File: src/rtl/regfile_ctrl.sv
// regfile_ctrl: sequences the read and write ports of an 8x16 register file for
// one latched 16-bit instruction (MOV imm, MOV reg, ADD, CMP, AND, MVN). It keeps
// Z/N/V status flags and uses a start/wait handshake.
//
// Ports:
//   clk, reset         clock; synchronous active-high reset
//   s, instr           start strobe and instruction, accepted only while w=1
//   w                  high in the wait state (ready for a new instruction)
//   illegal            one-cycle pulse when the latched instruction is unsupported
//   Z, N, V            status flags
//   rf_readnum         register file read index; rf_data_out is its read data
//   rf_writenum, rf_write, rf_data_in   register file write port
//
// Build option: define REGFILE_CTRL_SHIFT_EN to apply the sh field to operand B.
// Without it, sh is ignored and B passes through unshifted.
module regfile_ctrl (
  input  logic        clk,
  input  logic        reset,
  input  logic        s,
  input  logic [15:0] instr,
  output logic        w,
  output logic        illegal,
  output logic        Z,
  output logic        N,
  output logic        V,
  output logic [2:0]  rf_readnum,
  input  logic [15:0] rf_data_out,
  output logic [2:0]  rf_writenum,
  output logic        rf_write,
  output logic [15:0] rf_data_in
);

`ifdef REGFILE_CTRL_SHIFT_EN
  localparam bit ShiftEn = 1'b1;
`else
  localparam bit ShiftEn = 1'b0;
`endif

  typedef enum logic [2:0] {
    StWait, StDecode, StWrImm, StReadA, StReadB, StExec, StWrite
  } state_e;

  state_e      state_q, state_d;
  logic [15:0] instr_q, a_q, b_q, c_q, c_d;
  logic        z_q, n_q, v_q, z_d, n_d, v_d;

  // Instruction fields
  logic [2:0]  opcode, rn, rd, rm;
  logic [1:0]  op, sh;
  logic [15:0] imm_sx;
  assign opcode = instr_q[15:13];
  assign op     = instr_q[12:11];
  assign rn     = instr_q[10:8];
  assign rd     = instr_q[7:5];
  assign sh     = ShiftEn ? instr_q[4:3] : 2'b00;
  assign rm     = instr_q[2:0];
  assign imm_sx = {{8{instr_q[7]}}, instr_q[7:0]};

  logic is_alu, is_mov_imm, is_mov_reg;
  assign is_alu     = (opcode == 3'b101);
  assign is_mov_imm = (opcode == 3'b110) && (op == 2'b10);
  assign is_mov_reg = (opcode == 3'b110) && (op == 2'b00);

  // Shifted operand B and ALU result
  logic [15:0] b_sh, sum, diff, result;
  logic        v_res;

  always_comb begin
    unique case (sh)
      2'b01:   b_sh = {b_q[14:0], 1'b0};
      2'b10:   b_sh = {1'b0, b_q[15:1]};
      2'b11:   b_sh = {b_q[15], b_q[15:1]};
      default: b_sh = b_q;
    endcase
  end

  assign sum  = a_q + b_sh;
  assign diff = a_q - b_sh;

  always_comb begin
    result = b_sh;  // MOV reg
    v_res  = 1'b0;
    if (is_alu) begin
      unique case (op)
        2'b00: begin
          result = sum;
          v_res  = (a_q[15] == b_sh[15]) && (sum[15] != a_q[15]);
        end
        2'b01: begin
          result = diff;
          v_res  = (a_q[15] != b_sh[15]) && (diff[15] != a_q[15]);
        end
        2'b10:   result = a_q & b_sh;
        default: result = ~b_sh;
      endcase
    end
  end

  // Next state, datapath next values and outputs
  always_comb begin
    state_d     = state_q;
    c_d         = c_q;
    z_d         = z_q;
    n_d         = n_q;
    v_d         = v_q;
    w           = 1'b0;
    illegal     = 1'b0;
    rf_readnum  = 3'd0;
    rf_writenum = 3'd0;
    rf_write    = 1'b0;
    rf_data_in  = 16'd0;
    unique case (state_q)
      StWait: begin
        w = 1'b1;
        if (s) state_d = StDecode;
      end
      StDecode: begin
        if (is_mov_imm)                            state_d = StWrImm;
        else if (is_mov_reg || (is_alu && op == 2'b11)) state_d = StReadB;
        else if (is_alu)                           state_d = StReadA;
        else begin
          illegal = 1'b1;
          state_d = StWait;
        end
      end
      StWrImm: begin
        rf_write    = 1'b1;
        rf_writenum = rn;
        rf_data_in  = imm_sx;
        state_d     = StWait;
      end
      StReadA: begin
        rf_readnum = rn;
        state_d    = StReadB;
      end
      StReadB: begin
        rf_readnum = rm;
        state_d    = StExec;
      end
      StExec: begin
        c_d = result;
        if (is_alu) begin
          z_d = (result == 16'd0);
          n_d = result[15];
          v_d = v_res;
        end
        state_d = (is_alu && op == 2'b01) ? StWait : StWrite;
      end
      StWrite: begin
        rf_write    = 1'b1;
        rf_writenum = rd;
        rf_data_in  = c_q;
        state_d     = StWait;
      end
      default: state_d = StWait;
    endcase
    // A write coinciding with reset must not reach the register file.
    if (reset) rf_write = 1'b0;
  end

  always_ff @(posedge clk) begin
    if (reset) begin
      state_q <= StWait;
      instr_q <= 16'd0;
      a_q     <= 16'd0;
      b_q     <= 16'd0;
      c_q     <= 16'd0;
      z_q     <= 1'b0;
      n_q     <= 1'b0;
      v_q     <= 1'b0;
    end else begin
      state_q <= state_d;
      c_q     <= c_d;
      z_q     <= z_d;
      n_q     <= n_d;
      v_q     <= v_d;
      if (state_q == StWait && s) instr_q <= instr;
      if (state_q == StReadA)     a_q <= rf_data_out;
      if (state_q == StReadB)     b_q <= rf_data_out;
    end
  end

  assign Z = z_q;
  assign N = n_q;
  assign V = v_q;

endmodule

File: config.mk
export PLATFORM = sky130hd
export DESIGN_NAME = regfile_ctrl
export DESIGN_NICKNAME = d
export VERILOG_FILES = /design/src/rtl/regfile_ctrl.sv
export SDC_FILE = /design/constraint.sdc
export NUM_CORES = 1
export LEC_CHECK = 0
export BUFFER_PORTS_ARGS = -buffer_cell sky130_fd_sc_hd__buf_4
export CORE_MARGIN = 2
export CORE_UTILIZATION = 57
export CTS_BUF_LIST = sky130_fd_sc_hd__clkbuf_8 sky130_fd_sc_hd__clkbuf_16
export DETAILED_ROUTE_END_ITERATION = 7
export HOLD_SLACK_MARGIN = 0.03
export PLACE_DENSITY_LB_ADDON = 0.2
export SYNTH_ARGS = -nofsm -noshare
export SYNTH_HDL_FRONTEND = slang
export SYNTH_SLANG_ARGS = --single-unit
File: constraint.sdc
create_clock -name clk -period 5.4 [get_ports clk]
set_input_delay 1.08 -clock clk [delete_from_list [all_inputs] [get_ports clk]]
set_output_delay 1.08 -clock clk [all_outputs]
set_load 0.03 [all_outputs]
# Word level (Yosys, flattened, before mapping)
# Index checks and enable logic that the tools add are counted.
[classes]
n_addsub = 2
n_eq_ne = 16
n_mux = 19
bitwise = 2
reduce_logical = 13
[ops]
columns = ["cell", "n"]
rows = [
  ["$pmux 16 s3", 1],
  ["$pmux 16 s2", 1],
  ["$add 16x16->16", 1],
  ["$and 16x16->16", 1],
  ["$logic_not 16->1", 1],
  ["$mux 16", 1],
  ["$not 16->16", 1],
  ["$sub 16x16->16", 1],
  ["$eq 3x3->1 const B", 5],
  ["$pmux 3 s5", 1],
  ["$mux 3", 4],
  ["$pmux 3 s2", 2],
  ["$logic_and 1x1->1", 7],
  ["$mux 1", 7],
  ["$eq 3x2->1 const B", 2],
  ["$eq 2x2->1 const B", 2],
  ["$eq 3x1->1 const B", 1],
  ["$logic_not 3->1", 1],
  ["$ne 1x1->1", 3],
  ["$eq 2x1->1 const B", 1],
  ["$logic_not 2->1", 1],
  ["$mux 2", 1],
  ["$ne 2x2->1 const B", 1],
  ["$pmux 1 s2", 1],
  ["other kinds (4)", 4],
]
[totals]
reg_bits = 70
input_bits = 35
output_inout_bits = 28

# Logic depth before layout (Yosys ltp)
[depth]
word_depth = 6
depth_mapped = 13

# Worst setup path before layout
# Ideal clock, no wire load.
[synth_timing]
path_kind = "reg-to-output"
start = "reg instr_q[11]"
end = "out illegal"
t_arrival_ns = 2.124
required_time_ns = 4.320
slack_ns = 2.196
path_stages_with_launch = 7
path_buffers = 4
path_cell_list = "dfxtp_1 -> buf_2 -> clkbuf_1 -> clkbuf_1 -> buf_1 -> o21ai_0 -> a21boi_0"
[synth_between]
elab_chain_cells = 6
elab_cells_between_ends = 10
cone_classes = "eq/ne: 2; mux: 3; reduce/logical: 5"
[synth_lines]
columns = ["item", "line", "rtl"]
rows = [
  ["from (decl)", "44", "logic [15:0] instr_q, a_q, b_q, c_q, c_d;"],
  ["from (signal assigned)", "177", "if (state_q == StWait && s) instr_q <= instr;"],
  ["$eq 2x2->1 or $logic_not 2->1 (tied branches)", "119, 62", ""],
  ["$logic_and 1x1->1 (on tied branches)", "119, 62", ""],
  ["$logic_or 1x1->1", "119", "else if (is_mov_reg || (is_alu && op == 2'b11)) state_d = StReadB;"],
  ["$mux 1", "119", ""],
  ["$mux 1 *", "118", "if (is_mov_imm) state_d = StWrImm;"],
  ["$mux 1 *", "112", "unique case (state_q)"],
  ["to (decl)", "22", "output logic illegal,"],
]
# Mark *: on every way between the ends. The rest lies on a longest branch, timed or not.

# Worst setup path in the final report
[layout_timing]
start = "reg state_q[2]"
end = "out rf_readnum[2]"
[layout_between]
elab_chain_cells = 2
elab_cells_between_ends = 3
cone_classes = "eq/ne: 2; mux: 1"
[layout_lines]
columns = ["item", "line", "rtl"]
rows = [
  ["from (decl)", "43", "state_e state_q, state_d;"],
  ["from (signal assigned)", "163", "state_q <= StWait;"],
  ["from (signal assigned)", "172", "state_q <= state_d;"],
  ["$eq 3x3->1 or $eq 3x2->1 (tied branches)", "112", ""],
  ["$pmux 3 s2 *", "112", ""],
  ["to (decl)", "26", "output logic [2:0] rf_readnum,"],
]
# Marked as above.

==> results.md <==
* P&R area growth vs syn at 13.99%
* Worst-Skew Late Latency at 0.35 ns
* Nets at 807
* Synth cell types at 68
* Cells along the critical path: buf_4 -> nand2b_1 -> nor2_1 -> buf_4 -> a22o_1 -> buf_4
* Status: complete, no violations
* Dpl ws at 1.952 ns
* Clk pwr share at 43.5%
* Mapped cell area at 0.004982 mm2
* Layout Utilization at 66.09%
* Prevailing post-synth register cell: dfxtp_1
* RSZ-0062 raised after global routing: false
* Worst-Margin Slew at 0.9720 ns
* N_diodes at 0
* Clk sink count at 70
* Avg Cell Area, Syn at 7.087 um2
* Crit Reg-Reg Endpoint: Z
* Comb pwr share at 9.6%
* Peak VDD IR at 0.1480 mV
* TritonCTS Buffers at 9
* Cell Rows at 34
* Post-DRT Antenna Nets at 0
* Crit path time final at 3.581 ns
* Final Hold Vio Count at 0
* Register area share after synthesis at 28.13%
* Max Clk Rate at 0.2792 GHz
* Seq pwr share at 46.9%
* P per Cell Area at 199.5 mW/mm2
* Die area at 0.009504 mm2
* Critical Path Stages at 6
* Critical path's slowest cell: nor2_1
* Setup TNS at 0 ns
* Vias per cell at 6.062
* Share of cells above drive strength 1 at 13.73%
* H-tree depth at 3
* Setup slack, reg-to-reg at 1.88 ns
* Max Cap Violations at 0
* Largest net degree at the start of global routing at 69
* Root buffer cell: clkbuf_8
* NetSw at 0.3053 mW
* Initial antenna violation count at 0
* Routability cong. at 0.9711
* DRT iter0 DRCs at 470
* GR Util All Layers at 31.02%
* Drt pass-1 iters at 6
* HP Class: reg2reg
* CP max FO at 29
* CP Data Required Time at 4.32 ns
* Crit Path Category: reg2out
* Final period util at 66.32%
* Die height at 97.49 um
* Floorplan core area at 0.008593 mm2
* Syn nets at 772
* #FFs+latches synth at 70
* CP Launch Point: state_q[2]
* Post-synth EDFFs at 0
* Placed Area at 0.005458 mm2
* Port buffer count at 62
* CTS max path bufs at 2
* Reg-to-Reg Start: b_q[1]
* Via count at 5159
* Vias in the first global route at 4874
* Post-synth ARST share at 0%
* Most common cell after layout, fill and taps aside: nand2_1
* Clock transition at path regs at 0.08 ns
* PnR worst setup slack at 1.819 ns
* Hold_sp: instr_q[3]
* Crit path arrival time at 2.50 ns
* Hold Slack at 0.4567 ns
* TritonCTS clock tree: built
* Setup Buffers After CTS at 0
* Global-route wire length before repair at 24.02 mm
* Post-Route WL at 14.79 mm
* Resized Gates After CTS at 0
* Average wire per standard cell at 17.38 um
* Residual DRC at 0
* FILL cells at 797
* P_int at 0.8279 mW
* Synth Instances at 703
* Switching share of power at 26.94%
* Hold_buf cts at 0
* Syn. warnings at 0
* Reg2Reg Depth at 12
* Clock Skew at 0.005984 ns
* Initial Utilization at 57.98%
* I/O Pins at 63
* Most frequent cells in the layout: nand2_1, a21oi_1, dfxtp_1
* Slew Viols, Final at 0
* Final HPWL from detailed placement at 10.43 mm
* Final setup fails at 0
* Crit end category: output port
* Max incr delay on CP at 0.69 ns
* CP Launch Type: flop
* Leakage power at 2.208 nW
* CP endpoint: rf_readnum[2]
* Crit path buf inv count at 3
* Overflow after GRT at 0
* CP most frequent cell: buf_4
* Fin area at 0.005679 mm2
* Crit path max-delay family: simple AND/OR/NAND/NOR gates
* Slew Limit Headroom at 35.20%
* DIE WIDTH at 97.49 um
## how the worst min path moves through the flow
stage	end	depth (start not counted)	slack [ns]
after floorplan	instr_q[3]	2	0.44
after global placement	instr_q[3]	2	0.44
after detailed placement	instr_q[3]	2	0.45
after CTS	instr_q[3]	2	0.46
after global routing	instr_q[3]	2	0.48
final	instr_q[3]	2	0.46
## power groups by stage
stage / Clock (mW) / Sequential [mW] / Combinational [mW]
after global placement: 0 / 0.543 / 0.105
after floorplan: 0 / 0.541 / 0.0670
after detailed placement: 0 / 0.544 / 0.107
after global routing: 0.516 / 0.533 / 0.118
final: 0.492 / 0.532 / 0.109
after CTS: 0.495 / 0.532 / 0.107
## Yosys cell counts, drive strengths merged, types with 3 or more instances
| cell type | count | area [um2] |
|---|---|---|
| a22o | 5 | 43.79 |
| nand3 | 7 | 35.03 |
| o21bai | 4 | 30.03 |
| buf | 6 | 31.27 |
| nor2 | 63 | 239.0 |
| nor4 | 3 | 18.77 |
| a311oi | 5 | 43.79 |
| mux2i | 16 | 160.2 |
| xor2 | 3 | 26.28 |
| inv | 37 | 138.9 |
| nand2b | 9 | 56.30 |
| o21a | 3 | 22.52 |
| dfxtp | 70 | 1401 |
| a21oi | 95 | 475.5 |
| a221oi | 3 | 26.28 |
| o21ai | 20 | 100.1 |
| nand4 | 3 | 18.77 |
| a21o | 9 | 67.56 |
| clkbuf | 39 | 146.4 |
| ha | 32 | 400.4 |
| xnor2 | 9 | 78.83 |
| o22ai | 3 | 18.77 |
| nand2 | 157 | 589.3 |
| a211oi | 4 | 35.03 |
| a21boi | 3 | 22.52 |
| a31oi | 11 | 68.82 |
| nor3 | 20 | 105.1 |
| and2 | 3 | 18.77 |
| a2111oi | 4 | 53.81 |
| nor2b | 7 | 43.79 |
| o2111ai | 6 | 52.55 |
| o211ai | 6 | 45.04 |
## per-stage QoR
stage,power (mW),cells
6_report,1.133,851
5_1_grt,1.168,851
4_1_cts,1.134,851
3_5_place_dp,0.6509,835
3_3_place_gp,0.6480,835
2_1_floorplan,0.6080,703
## logic make-up (layout without fill, tap and decap cells)
family | count (synthesis) | count (layout) | synth area share (%)
compound gates | 201 | 201 | 25.84
xor+xnor | 12 | 12 | 2.110
fa+ha+maj | 34 | 34 | 8.840
buf+inv | 82 | 122 | 6.354
flops | 70 | 70 | 28.13
mux | 18 | 18 | 3.892
simple gates | 286 | 286 | 24.84
## layout make-up
type                    count  area [um2]  share of cell area, %
multi-input cells         551        3264                  57.48
flip-flops and latches     70        1401                  24.67
repair buffers             69       518.0                  9.121
inverters                  37       138.9                  2.445
well taps                 108       135.1                  2.379
clock buffers               9       123.9                  2.181
clock inverters             7       97.59                  1.718
## registers in the layout (all words and copies together) (netlist names)
name     flops
V            1
a_q         16
N            1
c_q         16
instr_q     16
Z            1
state_q      3
b_q         16
## worst min-delay path, stage by stage, from the launching register on
cell,delay (ns)
dfxtp_1,0.32
nand2_1,0.05
a21oi_1,0.05
## layer usage
| metal | vias up | global-route usage, % | wire length (um) |
|---|---|---|---|
| li1 | 2509 | - | - |
| met1 | 2419 | 39.23 | 6234 |
| met2 | 202 | 53.69 | 7190 |
| met3 | 29 | 6.259 | 1062 |
| met4 | 0 | 8.547 | 299 |
| met5 | - | 0 | 0 |
No activity file was read; power rests on OpenSTA's default activity.
